### src/rtl/lsu_mem_stage.sv
// RV32 MEM stage: runs the data-memory req/ack handshake, builds byte lanes,
// aligns and extends load data, and presents a registered write-back bundle.
module lsu_mem_stage #(
  parameter int ACK_TIMEOUT = 255,
  parameter int TO_W        = 16
) (
  input  logic        i_clk,
  input  logic        i_reset,
  input  logic        i_valid,
  input  logic [31:0] i_ALUOutput,
  input  logic [31:0] i_B,
  input  logic [2:0]  i_func3,
  input  logic        i_mem_read,
  input  logic        i_mem_write,
  input  logic        i_reg_write,
  input  logic [4:0]  i_rd,
  output logic        o_stall,
  output logic        o_dmem_req,
  output logic        o_dmem_we,
  output logic [31:0] o_dmem_addr,
  output logic [3:0]  o_dmem_be,
  output logic [31:0] o_dmem_wdata,
  input  logic        i_dmem_ack,
  input  logic [31:0] i_dmem_rdata,
  output logic        o_valid,
  output logic [31:0] o_wb_data,
  output logic [4:0]  o_rd,
  output logic        o_reg_write,
  output logic [1:0]  o_lsu_err
);

  typedef enum logic {IDLE = 1'b0, ACCESS = 1'b1} state_t;

  state_t          state, state_nxt;
  logic [TO_W-1:0] to_cnt;
  logic            is_mem, bad_op, misal, to_expire;

  logic [2:0]      func3_p0;
  logic [1:0]      addr_lo_p0;
  logic [4:0]      rd_p0;
  logic            reg_write_p0;
  logic            load_p0;

  function automatic logic [3:0] lane_be(input logic [2:0] f3, input logic [1:0] lo);
    case (f3[1:0])
      2'd0:    lane_be = 4'b0001 << lo;
      2'd1:    lane_be = lo[1] ? 4'b1100 : 4'b0011;
      default: lane_be = 4'b1111;
    endcase
  endfunction

  function automatic logic [31:0] lane_wdata(input logic [2:0] f3, input logic [31:0] b);
    case (f3[1:0])
      2'd0:    lane_wdata = {4{b[7:0]}};
      2'd1:    lane_wdata = {2{b[15:0]}};
      default: lane_wdata = b;
    endcase
  endfunction

  function automatic logic [31:0] load_align(input logic [2:0] f3, input logic [1:0] lo,
                                             input logic [31:0] rdata);
    logic [31:0]        byte_sh, half_sh;
    logic signed [7:0]  byte_s;
    logic signed [15:0] half_s;
    byte_sh = rdata >> {lo, 3'b000};
    half_sh = rdata >> {lo[1], 4'b0000};
    byte_s  = byte_sh[7:0];
    half_s  = half_sh[15:0];
    case (f3)
      3'd0:    load_align = {{24{byte_s[7]}}, byte_s};
      3'd4:    load_align = {24'd0, byte_sh[7:0]};
      3'd1:    load_align = {{16{half_s[15]}}, half_s};
      3'd5:    load_align = {16'd0, half_sh[15:0]};
      default: load_align = rdata;
    endcase
  endfunction

  assign o_stall = (state == ACCESS);

  // Illegal-op and alignment checks take priority over issuing a request
  always_comb begin
    is_mem = i_mem_read | i_mem_write;
    bad_op = 1'b0;
    if (i_mem_read && i_mem_write)
      bad_op = 1'b1;
    else if (i_mem_write && (i_func3 > 3'd2))
      bad_op = 1'b1;
    else if (i_mem_read && !(i_func3 inside {3'd0, 3'd1, 3'd2, 3'd4, 3'd5}))
      bad_op = 1'b1;
    misal = 1'b0;
    if (is_mem) begin
      case (i_func3[1:0])
        2'd1:    misal = i_ALUOutput[0];
        2'd2:    misal = |i_ALUOutput[1:0];
        default: misal = 1'b0;
      endcase
    end
    to_expire = (to_cnt == TO_W'(ACK_TIMEOUT - 1));
  end

  always_comb begin
    state_nxt = state;
    case (state)
      IDLE:    if (i_valid && is_mem && !bad_op && !misal) state_nxt = ACCESS;
      ACCESS:  if (i_dmem_ack || to_expire) state_nxt = IDLE;
      default: state_nxt = IDLE;
    endcase
  end

  always_ff @(posedge i_clk or negedge i_reset) begin
    if (!i_reset) state <= IDLE;
    else          state <= state_nxt;
  end

  // Request capture (p0): context needed to finish the access
  always_ff @(posedge i_clk) begin
    if (state == IDLE && i_valid) begin
      func3_p0     <= i_func3;
      addr_lo_p0   <= i_ALUOutput[1:0];
      rd_p0        <= i_rd;
      reg_write_p0 <= i_reg_write;
      load_p0      <= i_mem_read;
    end
  end

  // Memory request and write-back bundle
  always_ff @(posedge i_clk or negedge i_reset) begin
    if (!i_reset) begin
      to_cnt       <= '0;
      o_dmem_req   <= 1'b0;
      o_dmem_we    <= 1'b0;
      o_dmem_addr  <= '0;
      o_dmem_be    <= '0;
      o_dmem_wdata <= '0;
      o_valid      <= 1'b0;
      o_wb_data    <= '0;
      o_rd         <= '0;
      o_reg_write  <= 1'b0;
      o_lsu_err    <= 2'b00;
    end else begin
      o_valid     <= 1'b0;
      o_reg_write <= 1'b0;
      o_lsu_err   <= 2'b00;
      case (state)
        IDLE: begin
          if (i_valid) begin
            if (bad_op || misal || !is_mem) begin
              o_valid   <= 1'b1;
              o_wb_data <= i_ALUOutput;
              o_rd      <= i_rd;
              if (bad_op)     o_lsu_err   <= 2'b11;
              else if (misal) o_lsu_err   <= 2'b01;
              else            o_reg_write <= i_reg_write;
            end else begin
              o_dmem_req   <= 1'b1;
              o_dmem_we    <= i_mem_write;
              o_dmem_addr  <= {i_ALUOutput[31:2], 2'b00};
              o_dmem_be    <= lane_be(i_func3, i_ALUOutput[1:0]);
              o_dmem_wdata <= lane_wdata(i_func3, i_B);
              to_cnt       <= '0;
            end
          end
        end
        ACCESS: begin
          if (i_dmem_ack) begin
            o_dmem_req  <= 1'b0;
            o_valid     <= 1'b1;
            o_rd        <= rd_p0;
            o_reg_write <= load_p0 & reg_write_p0;
            o_wb_data   <= load_p0 ? load_align(func3_p0, addr_lo_p0, i_dmem_rdata)
                                   : {o_dmem_addr[31:2], addr_lo_p0};
          end else if (to_expire) begin
            o_dmem_req <= 1'b0;
            o_valid    <= 1'b1;
            o_rd       <= rd_p0;
            o_wb_data  <= '0;
            o_lsu_err  <= 2'b10;
          end else begin
            to_cnt <= to_cnt + 1'b1;
          end
        end
        default: ;
      endcase
    end
  end

endmodule

### config.mk
export PLATFORM = sky130hd
export DESIGN_NAME = lsu_mem_stage
export DESIGN_NICKNAME = d
export VERILOG_FILES = /design/src/rtl/lsu_mem_stage.sv
export SDC_FILE = /design/constraint.sdc
export NUM_CORES = 1
export LEC_CHECK = 0
export ABC_AREA = 1
export CAP_MARGIN = 5
export CORE_MARGIN = 2
export CORE_UTILIZATION = 43
export DETAILED_ROUTE_END_ITERATION = 10
export PLACE_DENSITY = 0.77
export SETUP_SLACK_MARGIN = 0.15
export SLEW_MARGIN = 20
export SYNTH_ARGS = -nofsm -noshare
export SYNTH_HDL_FRONTEND = slang
export SYNTH_SLANG_ARGS = --single-unit
### constraint.sdc
create_clock -name i_clk -period 1.85 [get_ports i_clk]
set_input_delay 0.4625 -clock i_clk [delete_from_list [all_inputs] [get_ports i_clk]]
set_output_delay 0.4625 -clock i_clk [all_outputs]
set_load 0.03 [all_outputs]
## Word-level counts from Yosys, hierarchy flattened

Cells that the tools add are included.

- Add/sub/neg operators: 1
- $mul: 0
- Divide/modulo/power cells: 0
- Order comparisons: 1
- Equal/unequal tests: 16
- Shift operators: 3
- Mux-type cells: 51
- Bitwise gates (word level): 4
- Reduce and logical (&&, ||, !) cells: 23

Operators with widths:

| kind | count |
|---|---|
| $mux 32 | 5 |
| $pmux 32 s2 | 2 |
| $pmux 32 s4 | 1 |
| $mux 16 | 4 |
| $pmux 16 s2 | 1 |
| $shr 32x5->16 | 1 |
| $shr 32x5->8 | 1 |
| $mux 1 | 20 |
| $mux 5 | 4 |
| $add 16x1->16 const B | 1 |
| $eq 16x8->1 const B | 1 |
| $eq 3x3->1 const B | 4 |
| $mux 2 | 5 |
| $pmux 1 s2 | 5 |
| $pmux 5 s2 | 1 |
| $reduce_and 3->1 | 3 |
| $ne 2x2->1 const B | 4 |
| $pmux 4 s2 | 1 |
| $logic_and 1x1->1 | 7 |
| $eq 3x1->1 const B | 2 |
| $logic_not 3->1 | 2 |
| $reduce_bool 5->1 | 1 |
| $logic_not 1->1 | 4 |
| $mux 4 | 1 |
| other kinds (15) | 18 |

- Register bits: 138
- Latch bits: 0
- Bits in writable memories: 0
- Bits in read-only memories: 0
- Input port bits: 111
- Output and inout port bits: 112
- Word-level logic and storage cells: 116
- Memories: 0

## Logic depth before layout (Yosys ltp)

- Word-level depth: 12
- Depth in mapped cells: 14
- Depth with buffers taken out: 13

## Least setup slack after synthesis

Ideal clock, no wire load.

- Path kind: reg2reg
- Start point: register state, in the netlist o_stall
- End point: register o_wb_data[26]
- Setup time: 0.120 ns
- Data arrival time: 2.082 ns
- Data required time: 1.730 ns
- Setup slack: -0.352 ns
- Stages on the path, launching flop included: 9
- Path buffers: 2
- Period minus slack after synthesis: 2.202 ns
- Path through: dfrtp_1 nor2_1 inv_1 nand3_2 nand2_2 buf_6 buf_6 nor2_1 a21oi_2

- Word-level cells in the longest chain between the ends: 3
- Elaborated cells between the ends (all ways): 6
- Classes of those cells: eq/ne (3); mux (1); bitwise (1); reduce/logical (1)

RTL lines:

| item | RTL line | source |
|---|---|---|
| from (decl) | 34 | `state_t state, state_nxt;` |
| from (signal assigned) | 112 | `else state <= state_nxt;` |
| $not 1->1 (no line) | -- |  |
| $ne 2x1->1 (no line) / $ne 2x2->1 (equally long branches) | -- |  |
| $reduce_and 3->1 (no line) | -- |  |
| to (signal assigned) | 149 | `o_wb_data <= i_ALUOutput;` |
| to (signal assigned) | 170 | `o_wb_data <= load_p0 ? load_align(func3_p0, addr_lo_p0, i_dmem_rdata)` |
| to (decl) | 26 | `output logic [31:0] o_wb_data,` |

Several ways; a longest one is shown, not always the timed one.
A chain may end at the register's enable or synchronous reset.

## Worst setup path in the final report

- Start point: register addr_lo_p0[1]
- End point: register o_wb_data[6]

- Word-level cells in the longest chain between the ends: 5
- Elaborated cells between the ends (all ways): 6
- Classes of those cells: shift (2); mux (4)

RTL lines:

| item | RTL line | source |
|---|---|---|
| from (decl) | 39 | `logic [1:0] addr_lo_p0;` |
| from (signal assigned) | 119 | `addr_lo_p0 <= i_ALUOutput[1:0];` |
| $shr 32x5->16 / $shr 32x5->8 (equally long branches) | 66, 65 |  |
| $pmux 32 s4 (*) | 69 | `case (f3)` |
| $mux 32 (*) | 170 |  |
| $mux 32 (*) | 165 | `if (i_dmem_ack) begin` |
| $pmux 32 s2 (*) | 144 | `case (state)` |

Mark *: on every way between the ends. The rest lies on a longest branch, timed or not.

==> implementation parameters <==
Parameter                              Value

Worst setup path
  Slowest stage delay, CP    0.52 ns
  Reg2reg path depth    12
  Startpoint of the most critical register-to-register path    addr_lo_p0[1]
  Crit path cell chain    clkbuf_2 -> buf_4 -> nand2_1 -> o21ai_0 -> o21ai_0 -> nand2_1 -> nand2_1 -> nand2_1 -> nand2_1 -> nand2_1 -> nand2_1 -> nand2_1
  Critical Path Slowest Stage Cell    edfxtp_1
  Cell repeated most along the worst path    nand2_1
  End of the worst register-to-register path    o_wb_data[6]
  Crit path launch type    flip-flop
  Crit path required time    2.17 ns
  Data arrival time of the critical path    2.16 ns
  R2R Setup Slk    0.01 ns
  Type of destination of the critical path    flip-flop
  Path type of the worst setup path    reg -> reg
  Maximum fanout count along the critical path    7

Global routing
  Global-route wire length before repair    43800 um
  Overall overflow remaining after global route    0
  Antenna violations before repair    1
  Largest net degree at the start of global routing    48
  Global routing usage summed across all routing layers    0.313
  Vias in the first global route    8116

Routing
  Routed wirelength normalized by instance count    20.1 um
  Count of vias placed by the detailed router    8815
  Detailed-router iteration count before antenna repair    7
  Number of nets with antenna violations after routing    0
  Vias per inst    5.60
  Initial DRC Count    877
  Post-route DRC    0
  Overall routed net length    31600 um

CTS
  CTS Sinks    138
  Buffer type at the clock tree root    clkbuf_16
  Worst-skew pair later-pin latency    0.43 ns
  Number of H-tree levels    4
  Maximum number of buffers from clock root to sink    2
  Clock buffers created by TritonCTS    17
  Clock transition at the registers of the reported paths    0.06 ns
  CTS tree    yes

Yosys
  Post-synth cell types    42
  Area fraction of the dominant cell type after synthesis    0.426
  Total standard cell area after synthesis    7390 um^2
  Seq cells post-synth    138
  Most area-consuming cells after synthesis    dfrtp_1, nand2_1, nor2_1, edfxtp_1, o21ai_0
  Mean Syn Cell Area    7.40 um^2
  Synth warnings    0
  Area leader, netlist    dfrtp_1
  Share of the yosys chip area belonging to registers    0.475
  Post-synthesis cell count    999

STA
  Worst max-slew margin expressed relative to the limit    0.646
  Worst-case clock skew    0.00951 ns
  Minimum clock period    1.84 ns
  Hold violation total from the final report    5
  Number of endpoints failing setup at the final stage    0
  RSZ-0062 raised after global routing    true
  PnR worst setup slack    0.0110 ns
  Number of max-slew violations in the final report    0
  Max Clk Rate    544 MHz
  Worst hold slack across all endpoints    -0.00582 ns
  Period Utilization, post-route    0.994
  Slew at the pin with the worst max-slew slack    0.532 ns

Placed design
  Buffers on Ports    220
  Number of placed instances with taps included    1460
  Setup Slack @ Placement    -0.695 ns
  Global placement routability congestion    0.938
  Half-perimeter wire length of the detailed placement result    17300 um

Cells and area
  Number of nets in the final layout    1456
  Most common library cell in the layout ignoring fill and taps    nand2_1
  Final non-filler cell total    1574
  Most frequent cells in the layout    nand2_1, nor2_1, dfrtp_1, clkdlybuf4s50_1, buf_4
  Share of final-layout standard cells stronger than drive strength 1    0.276
  Growth of design area from synthesis to finish    71.0%

Worst hold path
  Worst min path class    in -> async

Status
  Violations in the final reports    negative hold slack
  Status    complete, but fails checks

Die
  Initial Util    0.443
  Die area    18300 um^2
  Ports    223
  Std-Cell Core Area    16700 um^2
  Width of the die    135 um
  Die height    135 um
  Number of standard-cell rows in the floorplan    47

Power
  Cell area power density    1080 nW/um^2
  Max rail drop VDD    0.669 mV
  Overall power after layout    13.6 mW
  Static leakage power    6.08 nW

Run
  Total of max-cap violations    0
layout make-up:
cell class / count / area (um^2)
Fill cell: 1138 / 4060
Multi-Input combinational cell: 727 / 3920
Timing Repair Buffer: 366 / 3900
Sequential cell: 138 / 3520
Clock buffer: 20 / 447
Inverter: 85 / 369
Tap cell: 220 / 275
Clock inverter: 12 / 141
Timing Repair inverter: 5 / 67.6
Antenna cell: 1 / 2.50
where the power goes:
| group | switching [mW] | total (mW) | leakage, nW | internal [mW] |
|---|---|---|---|---|
| combinational | 3.46 | 5.71 | 4.14 | 2.24 |
| clock | 1.39 | 3.43 | 0.278 | 2.04 |
| sequential | 0.654 | 4.46 | 1.66 | 3.81 |
synth_stat cells (all sizes together):
cell and n:
o31ai 1, a31oi 13, edfxtp 12, nor4 1
a32o 4, nor3 2, a21oi 60, o21bai 1
nand4 9, buf 23, clkinv 1, nand3b 1
xnor2 2, or2 13, ha 5, o22ai 5
a21boi 1, dfrtp 126, o21a 5, nor2 157
o32ai 2, a22oi 1, o21ai 94, nand3 29
clkbuf 27, o211ai 1, nand2 314, inv 84
xor2 4, conb 1
routing by layer:
layer	routed length (um)	share of wire	up-vias	GRT usage
met4	1840	0.058	0	0.135
li1	-	-	3901	-
met3	3100	0.098	166	0.0683
met1	11600	0.37	4150	0.388
met5	0	0	-	0
met2	15100	0.48	598	0.526
state kept, by name (all words and copies together), names as in the netlist, 3 cells and up:
name,flops
o_dmem_wdata,32
o_wb_data,32
o_dmem_addr,30
to_cnt,16
o_rd,5
rd_p0,5
o_dmem_be,4
func3_p0,3
how the worst max path moves through the flow:
stage | start | end | slack (ns) | cells past startpoint
detailed placement | i_func3[1] | o_wb_data[1] | -0.70 | 12
floorplan | i_func3[1] | o_wb_data[26] | 0.09 | 12
finish | addr_lo_p0[1] | o_wb_data[6] | 0.01 | 12
CTS | to_cnt[12] | o_wb_data[10] | 0.11 | 11
global placement | i_func3[1] | o_wb_data[5] | -0.66 | 12
global route | addr_lo_p0[1] | o_wb_data[6] | -0.08 | 12
critical path, delay by kind of cell (launching register included):
| family | cells | cell delay [ns] |
|---|---|---|
| AND/OR/NAND/NOR | 8 | 0.52 |
| flip-flops | 1 | 0.52 |
| buffers and inverters | 2 | 0.38 |
| AO/OA/AOI/OAI | 2 | 0.30 |
repair_timing:
| item | CTS | global route |
|---|---|---|
| cloned | 20 | 9 |
| gates resized for setup | 198 | 230 |
| hold buffers | 0 | 0 |
| setup endpoints to repair | 234 | 155 |
| pin swaps | 16 | 27 |
| setup buffers | 42 | 10 |
kinds of logic after synthesis:
family	after synthesis	synth area share
adders and majority gates	5	0.00846
and+or+nand+nor	526	0.288
DFF	138	0.475
other	1	0.000507
AOI/OAI and AO/OA	188	0.140
xor gates and xnor gates	6	0.00711
buffers and inverters	135	0.0802
metrics by stage:
step	hold WS (ns)	area (um^2)	TNS [ns]	utilization
3_3_place_gp	0.451	10300	-65.61	0.618
6_report	-0.00582	12600	0	0.757
3_5_place_dp	0.444	10300	-70.74	0.618
5_1_grt	0.0224	12600	-0.161	0.757
2_1_floorplan	0.167	7520	0	-
4_1_cts	0.00561	11900	0	0.712
Note: power is estimated with default switching activity, not from simulation.
